`src/rtl/a2d_seq_if.sv`:
```
// Handshake between the A2D sequencer (master side) and the SPI master (slave side).
// A request is a one-cycle snd with cmd, and it completes with a one-cycle done with resp.
interface a2d_seq_if;
    logic        snd;
    logic [15:0] cmd;
    logic        done;
    logic [15:0] resp;

    modport master (output snd, output cmd, input done, input resp);
    modport slave  (input snd, input cmd, output done, output resp);
endinterface

```
`src/rtl/a2d_seq.sv`:
```
// Multi-channel A2D conversion sequencer: converts each CH_MAP slot over SPI and publishes all slots at once.
// Define A2D_AVG_EN to add a per-slot (3*old + sample)/4 filter ahead of res and batt_low.
module a2d_seq #(
    parameter int                  NUM_CH     = 4,
    parameter logic [3*NUM_CH-1:0] CH_MAP     = {3'd5, 3'd4, 3'd3, 3'd0},
    parameter int                  DATA_W     = 12,
    parameter int                  BATT_IDX   = 2,
    parameter logic [DATA_W-1:0]   BATT_THRES = 12'h800,
    parameter logic [DATA_W-1:0]   BATT_HYST  = 12'h020
) (
    input  logic                     clk,
    input  logic                     rst,
    input  logic                     nxt,
    a2d_seq_if.master                spi,
    output logic [NUM_CH*DATA_W-1:0] res,
    output logic                     res_vld,
    output logic                     busy,
    output logic                     batt_low
);
    localparam int SLOT_W = (NUM_CH > 1) ? $clog2(NUM_CH) : 1;

    typedef enum logic [2:0] {IDLE, CNV_S, CNV_W, GAP, RD_S, RD_W, PUB} state_t;

    state_t                   state_q, state_d;
    logic [SLOT_W-1:0]        slot_q, slot_d;
    logic [DATA_W-1:0]        shadow_q [NUM_CH];
    logic [DATA_W-1:0]        shadow_d [NUM_CH];
    logic [NUM_CH*DATA_W-1:0] res_q, res_d;
    logic                     res_vld_q, res_vld_d;
    logic                     batt_low_q, batt_low_d;
    logic                     batt_next;
    logic [15:0]              slot_cmd;
    logic [DATA_W-1:0]        sample;
    logic [DATA_W-1:0]        slot_val;
    logic                     unused_resp_hi;

    assign slot_cmd       = {2'b00, CH_MAP[3*int'(slot_q) +: 3], 11'h000};
    assign sample         = spi.resp[DATA_W-1:0];
    assign unused_resp_hi = ^spi.resp[15:DATA_W];

`ifdef A2D_AVG_EN
    logic              seeded_q, seeded_d;
    logic [DATA_W-1:0] old_val;
    logic [DATA_W+1:0] filt_sum;

    // The published result is the filter state, so res_q doubles as "old".
    assign old_val  = res_q[DATA_W*int'(slot_q) +: DATA_W];
    assign filt_sum = ({2'b00, old_val} << 1) + {2'b00, old_val} + {2'b00, sample};
    assign slot_val = seeded_q ? DATA_W'(filt_sum >> 2) : sample;
`else
    assign slot_val = sample;
`endif

    if (BATT_IDX < NUM_CH) begin : g_batt
        localparam logic [DATA_W:0] CLR_LVL = {1'b0, BATT_THRES} + {1'b0, BATT_HYST};
        always_comb begin
            batt_next = batt_low_q;
            if (shadow_q[BATT_IDX] < BATT_THRES) begin
                batt_next = 1'b1;
            end else if ({1'b0, shadow_q[BATT_IDX]} >= CLR_LVL) begin
                batt_next = 1'b0;
            end
        end
    end else begin : g_no_batt
        assign batt_next = 1'b0;
    end

    always_comb begin
        state_d    = state_q;
        slot_d     = slot_q;
        shadow_d   = shadow_q;
        res_d      = res_q;
        res_vld_d  = 1'b0;
        batt_low_d = batt_low_q;
`ifdef A2D_AVG_EN
        seeded_d   = seeded_q;
`endif
        spi.snd    = 1'b0;
        spi.cmd    = (state_q != IDLE && state_q != PUB) ? slot_cmd : 16'h0000;
        case (state_q)
            IDLE:  if (nxt) state_d = CNV_S;
            CNV_S: begin
                spi.snd = 1'b1;
                state_d = CNV_W;
            end
            CNV_W: if (spi.done) state_d = GAP;
            GAP:   state_d = RD_S;
            RD_S:  begin
                spi.snd = 1'b1;
                state_d = RD_W;
            end
            RD_W:  if (spi.done) begin
                shadow_d[slot_q] = slot_val;
                if (slot_q == SLOT_W'(NUM_CH - 1)) begin
                    state_d = PUB;
                end else begin
                    slot_d  = slot_q + SLOT_W'(1);
                    state_d = CNV_S;
                end
            end
            PUB:   begin
                for (int i = 0; i < NUM_CH; i++) begin
                    res_d[DATA_W*i +: DATA_W] = shadow_q[i];
                end
                res_vld_d  = 1'b1;
                batt_low_d = batt_next;
                slot_d     = '0;
`ifdef A2D_AVG_EN
                seeded_d   = 1'b1;
`endif
                state_d    = IDLE;
            end
            default: state_d = IDLE;
        endcase
    end

    always_ff @(posedge clk) begin
        if (rst) begin
            state_q    <= IDLE;
            slot_q     <= '0;
            shadow_q   <= '{default: '0};
            res_q      <= '0;
            res_vld_q  <= 1'b0;
            batt_low_q <= 1'b0;
`ifdef A2D_AVG_EN
            seeded_q   <= 1'b0;
`endif
        end else begin
            state_q    <= state_d;
            slot_q     <= slot_d;
            shadow_q   <= shadow_d;
            res_q      <= res_d;
            res_vld_q  <= res_vld_d;
            batt_low_q <= batt_low_d;
`ifdef A2D_AVG_EN
            seeded_q   <= seeded_d;
`endif
        end
    end

    assign res      = res_q;
    assign res_vld  = res_vld_q;
    assign busy     = (state_q != IDLE);
    assign batt_low = batt_low_q;
endmodule
```
`src/flat_wrapper.sv`:
```
// flat-port wrapper written by rule: the top's interface ports become plain ports
module a2d_seq_flat 
#(
    parameter int                  NUM_CH     = 4,
    parameter logic [3*NUM_CH-1:0] CH_MAP     = {3'd5, 3'd4, 3'd3, 3'd0},
    parameter int                  DATA_W     = 12,
    parameter int                  BATT_IDX   = 2,
    parameter logic [DATA_W-1:0]   BATT_THRES = 12'h800,
    parameter logic [DATA_W-1:0]   BATT_HYST  = 12'h020
)
  (clk, rst, nxt, res, res_vld, busy, batt_low, spi_snd, spi_cmd, spi_done, spi_resp);
  a2d_seq_if spi_i ();
  input  logic clk;
  input  logic rst;
  input  logic nxt;
  output logic [NUM_CH*DATA_W-1:0] res;
  output logic res_vld;
  output logic busy;
  output logic batt_low;
  output wire logic [$bits(spi_i.snd)-1:0] spi_snd;
  output wire logic [$bits(spi_i.cmd)-1:0] spi_cmd;
  input wire logic [$bits(spi_i.done)-1:0] spi_done;
  input wire logic [$bits(spi_i.resp)-1:0] spi_resp;
  assign spi_snd = spi_i.snd;
  assign spi_cmd = spi_i.cmd;
  assign spi_i.done = spi_done;
  assign spi_i.resp = spi_resp;
  a2d_seq #(.NUM_CH(NUM_CH), .CH_MAP(CH_MAP), .DATA_W(DATA_W), .BATT_IDX(BATT_IDX), .BATT_THRES(BATT_THRES), .BATT_HYST(BATT_HYST)) u_core (.clk(clk), .rst(rst), .nxt(nxt), .spi(spi_i), .res(res), .res_vld(res_vld), .busy(busy), .batt_low(batt_low));
endmodule
```
`config.mk`:
```
export PLATFORM = sky130hd
export DESIGN_NAME = a2d_seq_flat
export DESIGN_NICKNAME = d
export VERILOG_FILES = /design/src/rtl/a2d_seq_if.sv /design/src/rtl/a2d_seq.sv /design/src/flat_wrapper.sv
export SDC_FILE = /design/constraint.sdc
export NUM_CORES = 1
export LEC_CHECK = 0
export BUFFER_PORTS_ARGS = -buffer_cell sky130_fd_sc_hd__buf_2
export CORE_ASPECT_RATIO = 1.1
export CORE_UTILIZATION = 54
export DETAILED_ROUTE_END_ITERATION = 10
export PLACE_DENSITY = 0.79
export SKIP_CTS_REPAIR_TIMING = 1
export SLEW_MARGIN = 20
export SYNTH_ARGS = -nofsm -noshare
export SYNTH_HDL_FRONTEND = slang
export SYNTH_SLANG_ARGS = --single-unit
```
`constraint.sdc`:
```
create_clock -name clk -period 1.4 [get_ports clk]
set_input_delay 0.07 -clock clk [delete_from_list [all_inputs] [get_ports clk]]
set_output_delay 0.07 -clock clk [all_outputs]
set_load 0.02 [all_outputs]
```
---- Word level (Yosys, flattened, before mapping) ----
Index checks and enable logic that the tools add are counted.
storage, ports and cells
  register bits after elaboration ......... 103
  input bits .............................. 20
  output and inout bits ................... 68
cells by class
  add/sub/neg operators ................... 1
  multipliers ............................. 1
  magnitude comparators ................... 4
  equality and inequality tests ........... 12
  shifts and indexed selects .............. 1
  mux-type cells .......................... 16
  bitwise operators ....................... 1
  reductions and logical operators ........ 11
operators with widths
  kind                                                          number
  bitwise mux 48 bit                                            1
  variable part select 12 x 32 -> 3 bit (first input constant)  1
  demux 12 bit (select 2 bit)                                   1
  one-hot mux 3 bit (6 select lines)                            1
  2-to-1 mux 14 bit                                             1
  greater-or-equal comparator 12 bit (second input constant)    1
  < comparator 12 bit (second input constant)                   1
  2-to-1 mux 12 bit                                             1
  2-to-1 mux 3 bit                                              4
  == test 3 bit (second input constant)                         3
  inequality test 2 bit (second input constant)                 4
  == test 3 x 2 -> 1 bit (second input constant)                2
  AND reduction 3 bit                                           2
  multiplier 2 x 2 -> 4 bit (first input constant)              1
  2-to-1 mux 1 bit                                              4
  2-to-1 mux 2 bit                                              2
  one-hot mux 2 bit (2 select lines)                            1
  AND reduction 2 bit                                           2
  nonzero test 2 bit                                            2
  == test 3 x 1 -> 1 bit (second input constant)                1
  greater-or-equal comparator 3 bit (second input constant)     1
  zero test 3 bit                                               1
  < comparator 3 x 1 -> 1 bit (second input constant)           1
  inequality test 3 bit (second input constant)                 1
  other kinds (6)                                               7

---- Longest topological paths before layout ----
Gate-level depths: netlist (run 1).
  depth after elaboration ................. 6
  gate-level depth with buffers ........... 6
  depth with buffers taken out ............ 4

---- Worst setup path after synthesis (run 1) ----
OpenSTA, ideal clock, no wires.
  path type ............................... register to register
  start point ............................. register u_core.state_q[0]
  end point ............................... register u_core.shadow_q[36] in the netlist's numbering
  setup time .............................. 72 ps
  arrival ................................. 1117 ps
  required time ........................... 1328 ps
  setup slack ............................. 212 ps
  cell stages (with the launch flop) ...... 6
  cell sequence ........................... dfxtp_1 > and4b_1 > buf_6 > and2_1 > buf_6 > mux2i_1
between the ends
  cells in the longest elaborated chain, start to end .. 2
RTL lines
  item                                  RTL line        text
  start: declaration                    a2d_seq.sv:24   state_t state_q, state_d;
  start signal: assignment              a2d_seq.sv:129  state_q <= state_d;
  == test 3 bit                         a2d_seq.sv:80   case (state_q)
  AND reduction 2 bit (no source line)  n/a
  end signal: assignment                a2d_seq.sv:131  shadow_q <= shadow_d;
  end: declaration                      a2d_seq.sv:26   logic [DATA_W-1:0] shadow_q [NUM_CH];
No other way between the ends.
A chain may end at the register's enable or synchronous reset.

---- Final worst setup path (run 1) ----
  start point ............................. register u_core.slot_q[1]
  end point ............................... output spi_cmd[12]
between the ends
  cells in the longest elaborated chain, start to end .. 3
RTL lines
  item                                   RTL line            text
  start: declaration                     a2d_seq.sv:25       logic [SLOT_W-1:0] slot_q, slot_d;
  start signal: assignment               a2d_seq.sv:130      slot_q <= slot_d;
  multiplier 2 x 2 -> 4 bit              a2d_seq.sv:37       assign slot_cmd = {2'b00, CH_MAP[3*int'(slot_q) +: 3], 11'h000};
  variable part select 12 x 32 -> 3 bit  a2d_seq.sv:37
  2-to-1 mux 14 bit                      a2d_seq.sv:79       spi.cmd = (state_q != IDLE && state_q != PUB) ? slot_cmd : 16'h0000;
  end: declaration                       flat_wrapper.sv:21  output wire logic [$bits(spi_i.cmd)-1:0] spi_cmd;
No other way between the ends.

==> flow_summary.toml, run 1 <==
[status]
outcome = "complete, but fails checks"
violations = "DRC, setup timing"

[setup_path]
crit_type = "flop to primary output"
cp-start-kind = "flop"
worst_ep_required_time_ps = 1330
worst-endpoint-arrival_ps = 1390
worstSetupEndpointType = "primary output"
path_max_fanout = 5
cpPeakStageDelay_ps = 350
path_buf_inv = 2
crit_path_cell_trace = "inv_1 > ha_2 > nor2b_1 > buf_4"
critPathTopFamily = "flip-flops"
cp_slowest_cell = "dfxtp_2"

[detailed_routing]
vias = 3156
wl_met2_mm = 4.34
highest_layer = "met4"
wl_met1_mm = 3.67
first_pass_iters = 7
final_antenna_net_count = 0
wl_per_cell_um = 13.9
drtIter0Drc = 119
totalWireLength_mm = 8.54
drc = 12
route.met3.wl_um = 422
viasPerCell = 5.15

[power]
p_leak_uw = 0.00212
power_density_nw_per_um2 = 1090
irDropWorstVdd_v = 0.000864
power_uw = 5080

[synthesis]
yosys_warnings = 0
ys_seq_elements = 103
seq_area_frac_synth_pct = 51.4
syn_avg_cell_area_um2 = 8.82
synth.most_common_cell = "nand2_1"
async_reset_ff_share_pct = 0
synthCells = 455
synth.area.top_cells = "dfxtp_1 (51%), nand2_1 (15%), mux2i_1 (12%), a21oi_1 (6.0%), buf_4 (3.0%)"
synth-main-ff-cell = "dfxtp_1"
synth_edf_count = 0
synth_common_cells = "nand2_1 (158), dfxtp_1 (103), a21oi_1 (48), mux2i_1 (48), buf_4 (16)"
synthesis.area_um2 = 4020
ys_types = 35
synth_top_area_share_pct = 51.4
synth_top_area_cell = "dfxtp_1"

[floorplanning]
die_area_um2 = 7780
placeableCoreArea_um2 = 7090
start_util_pct = 56.7
rows = 32
fp.dieW_um = 84.2
ios = 88
dieHeight_um = 92.4

[clock_tree]
clk_path_buf_depth = 2
path_clk_slew_ps = 90
cts-buffers-inserted = 9
clock_latency_ps = 360
cts_tree = "built"
cts_root_buf = "clkbuf_8"
h-tree-depth = 3
clock-sinks = 103

[final_layout]
num-nets-final = 547
areaGrowthSynthToFinish_pct = 15.7
drive_gt1_share_pct = 22.5
post-route-util_pct = 65.6
n_antenna_cell = 0

[global_route]
grt_use_total_pct = 22.3
grt_pass1_vias = 2908
overflow = 0
grt_pass1_wl_mm = 13.5
grt_max_degree = 55
antenna_found_initial = 0

[timing]
rsz0062_at_grt = "yes"
fin_crit_ps = 1460
tightest_slew_ps = 557
layout_setup_ws_ps = -58.8
clock.fmax_mhz = 685
finalHoldViolations = 0
slew_headroom_pct = 62.9
finalMaxSlewViolations = 0
finalSetupViolations = 5
clock_skew_ps = 11.7
fin_crit_sh_pct = 104

[place]
placement.io_buffers = 70
hpwl_mm = 5.79
gp_congestion = 0.778

[worst_hold_path]
hold_path.class = "primary input to flop"

[job]
drv_cap = 0
per-stage QoR:
step | setup TNS, ps | hold slack (ps) | area [µm²] | setup WS [ps] | instances
finish | -145 | 83.7 | 4650 | -58.8 | 613
global placement | 0 | 439 | 4390 | 64.4 | 593
floorplan | 0 | 274 | 4060 | 212 | 467
CTS | -696 | 75.0 | 4550 | -202 | 609
detailed placement | 0 | 443 | 4390 | 22.0 | 593
global route | -469 | 85.4 | 4650 | -129 | 613
report_power, final:
part / internal (µW) / leakage (µW) / switching [µW]
combinational: 201 / 0.00120 / 288
clock: 649 / 0.0000833 / 969
sequential: 2950 / 0.000832 / 21.3
total: 3800 / 0.00212 / 1280
flip-flops by register name (all words and copies together) (netlist names):
name             count
u_core.state_q       3
u_core.res          48
u_core.batt_low      1
u_core.shadow_q     48
u_core.slot_q        2
u_core.res_vld       1
layer usage:
layer	track usage, %	vias to the layer above
li1	-	1590
met2	40.0	85
met4	8.91	0
met3	4.19	10
met5	0	-
met1	26.2	1471
logic make-up (layout without fill, tap and decap cells):
| group | after synthesis | count (layout) | synth area share (%) |
|---|---|---|---|
| AND/OR/NAND/NOR | 195 | 195 | 20.7 |
| flip-flops | 103 | 103 | 51.4 |
| AO/OA/AOI/OAI | 55 | 55 | 7.26 |
| multiplexers | 48 | 48 | 12.0 |
| buffers and inverters | 47 | 108 | 6.98 |
| adder cells (fa/ha/maj) | 4 | 4 | 1.25 |
| XOR/XNOR | 2 | 2 | 0.436 |
| other | 1 | 13 | 0.0934 |
cell usage in the layout (no fill, tap or decap), drive strengths merged:
cell / count
xnor2: 2
and4b: 1
nand3b: 2
a31oi: 3
clkbuf: 11
nand4bb: 1
nand4b: 1
nand3: 4
dfxtp: 103
inv: 3
nor2b: 3
o21a: 2
nand2b: 4
nand2: 161
and4bb: 1
ha: 4
clkinv: 4
and3b: 1
buf: 89
a22oi: 1
clkinvlp: 1
nand4: 2
nor4: 1
o211a: 1
conb: 13
mux2i: 48
or3: 1
nor3: 2
a21oi: 48
nor2: 8
and2: 2
worst reg2reg max path: stages, from the launching register on:
cell and delay, ps:
dfxtp_1 420, inv_1 120, ha_1 220, and2_2 260
mux2i_1 150
worst paths after layout:
check	start	depth (start not counted)	slack [ps]	end
max reg2reg	u_core.slot_q[0]$_SDFFE_PP0P_	4	110	u_core.shadow_q[43]$_SDFFE_PP0P_
min reg2reg	u_core.res[18]$_SDFFE_PP0P_	2	450	u_core.res[18]$_SDFFE_PP0P_
min	spi_resp[10]	3	80	u_core.shadow_q[46]$_SDFFE_PP0P_
max	u_core.slot_q[1]$_SDFFE_PP0P_	4	-60	spi_cmd[12]
layout make-up:
class                   count  area [µm²]
clock buffers              11         131
clock inverters             5        35.0
fillers                   604        2440
inverters                   3        11.3
multi-input cells         317        1760
flip-flops and latches    103        2070
well taps                  85         106
repair buffers             89         537
No activity file was read; power rests on OpenSTA's default activity.
==> inputs of run 2 (changes only) <==
--- a/config.mk
+++ b/config.mk
@@ -7,9 +7,8 @@
 export LEC_CHECK = 0
-export BUFFER_PORTS_ARGS = -buffer_cell sky130_fd_sc_hd__buf_2
 export CORE_ASPECT_RATIO = 1.1
-export CORE_UTILIZATION = 54
+export CORE_UTILIZATION = 62
 export DETAILED_ROUTE_END_ITERATION = 10
-export PLACE_DENSITY = 0.79
+export DONT_BUFFER_PORTS = 1
+export PLACE_DENSITY = 0.78
 export SKIP_CTS_REPAIR_TIMING = 1
-export SLEW_MARGIN = 20
 export SYNTH_ARGS = -nofsm -noshare
--- a/constraint.sdc
+++ b/constraint.sdc
@@ -3,2 +3,2 @@
 set_output_delay 0.07 -clock clk [all_outputs]
-set_load 0.02 [all_outputs]
+set_load 0.005 [all_outputs]
==> flow_summary.toml, run 2 (synthesized netlist as in run 1, its figures left out) <==
[status]
outcome = "complete, but fails checks"
violations = "hold timing"

[detailed_routing]
totalWireLength_mm = 8.38
vias = 2936
drtIter0Drc = 174
wl_per_cell_um = 15.6
viasPerCell = 5.46
first_pass_iters = 4
final_antenna_net_count = 0
drc = 0

[floorplanning]
placeableCoreArea_um2 = 6190
dieHeight_um = 86.4
start_util_pct = 64.8
rows = 30
ios = 88
fp.dieW_um = 78.7
die_area_um2 = 6800

[timing]
setup_tns_ps = 0
finalSetupViolations = 0
clock.fmax_mhz = 729
finalMaxSlewViolations = 0
finalHoldViolations = 1
fin_crit_ps = 1370
fin_crit_sh_pct = 97.9
fin_hold_ws_ps = -3.97
rsz0062_at_grt = "yes"
clock_skew_ps = 8.46

[final_layout]
final_common_cell = "nand2_1"
n_antenna_cell = 0
areaGrowthSynthToFinish_pct = 9.66
fin_area_um2 = 4400
drive_gt1_share_pct = 9.83
final_cell_mix = "nand2_1 (158), dfxtp_1 (99), mux2i_1 (48), a21oi_1 (48), conb_1 (13)"
nFillCells = 500
num-nets-final = 477

[global_route]
grt_pass1_wl_mm = 13.3
grt_max_degree = 56
overflow = 0
antenna_found_initial = 0
grt_pass1_vias = 2735
grt_use_total_pct = 25.8

[clock_tree]
clock-sinks = 103
path_clk_slew_ps = 100
clk_path_buf_depth = 2
h-tree-depth = 3
cts-buffers-inserted = 9
cts_root_buf = "clkbuf_8"
clock_latency_ps = 370
cts_tree = "built"

[place]
post_dp_cell_area_um2 = 4030
gp_congestion = 0.861
hpwl_mm = 5.49
placement.io_buffers = 0

[setup_path]
path_max_fanout = 11
worstSetupEndpointType = "primary output"
worst_ep_required_time_ps = 1330
worst-endpoint-arrival_ps = 1300
crit_type = "flop to primary output"
cp-start-kind = "flop"

[job]
drv_cap = 0

[worst_hold_path]
hold_path.class = "primary input to flop"

[power]
power_density_nw_per_um2 = 1270
irDropWorstVdd_v = 0.000985
p_leak_uw = 0.00180
run 2: changes by cell type in the layout (fill, tap and decap cells not counted), moves of 2 or more:
cell           delta
buf_2            -67
buf_4             -9
dlygate4sd3_1     +5
bufinv_16         +3
clkbuf_1          -2
clkinv_2          -2
inv_6             +2
run 2: per-stage QoR:
| stage | instances | setup WS [ps] | total power (µW) | util, % | hold slack [ps] |
|---|---|---|---|---|---|
| 2_1_floorplan | 467 | 212 | 3280 | - | 274 |
| 6_report | 538 | 28.7 | 5600 | 71.1 | -3.97 |
| 3_3_place_gp | 516 | 113 | 3300 | 65.0 | 144 |
| 4_1_cts | 532 | -131 | 5530 | 69.1 | -257 |
| 5_1_grt | 538 | -25.4 | 5790 | 71.1 | 8.90 |
| 3_5_place_dp | 516 | 42.7 | 3310 | 65.0 | 146 |
run 2: power breakdown:
part           leakage [µW]  total [µW]  internal (µW)  switching (µW)
Combinational      0.000838         357            137             220
Clock              0.000126        2270           1220            1050
Sequential         0.000832        2980           2950            24.7
Total               0.00180        5600           4300            1300
run 2: worst max-delay path, cell delays in order (launching register included):
cell and delay [ps]:
dfxtp_2 340, buf_6 140, nor2b_4 140, nor3_4 220, nor2_1 90
run 2: area by class of cell:
type	count	area, µm²	share of cell area, %
well taps	80	100	2.27
clock inverters	7	128	2.90
inverters	3	11.3	0.256
repair buffers	19	220	5.00
clock buffers	9	124	2.81
multi-input cells	317	1750	39.8
flip-flops and latches	103	2070	46.9
run 2: layer usage:
| layer | GRT usage (%) | wire length [µm] |
|---|---|---|
| met1 | 34.0 | 3750 |
| met2 | 40.5 | 3920 |
| met3 | 7.79 | 573 |
| met4 | 8.59 | 127 |
| met5 | 0 | 0 |
run 2: final timing paths:
path,to,start,slack (ps),depth (start not counted)
worst max register to register,u_core.slot_q[1]$_SDFFE_PP0P_,u_core.slot_q[0]$_SDFFE_PP0P_,100,4
worst min register to register,u_core.res[3]$_SDFFE_PP0P_,u_core.shadow_q[39]$_SDFFE_PP0P_,450,2
worst max-delay path,spi_cmd[13],u_core.state_q[2]$_SDFFE_PP0P_,30,4
worst min-delay path,u_core.shadow_q[32]$_SDFFE_PP0P_,spi_resp[8],-4,2
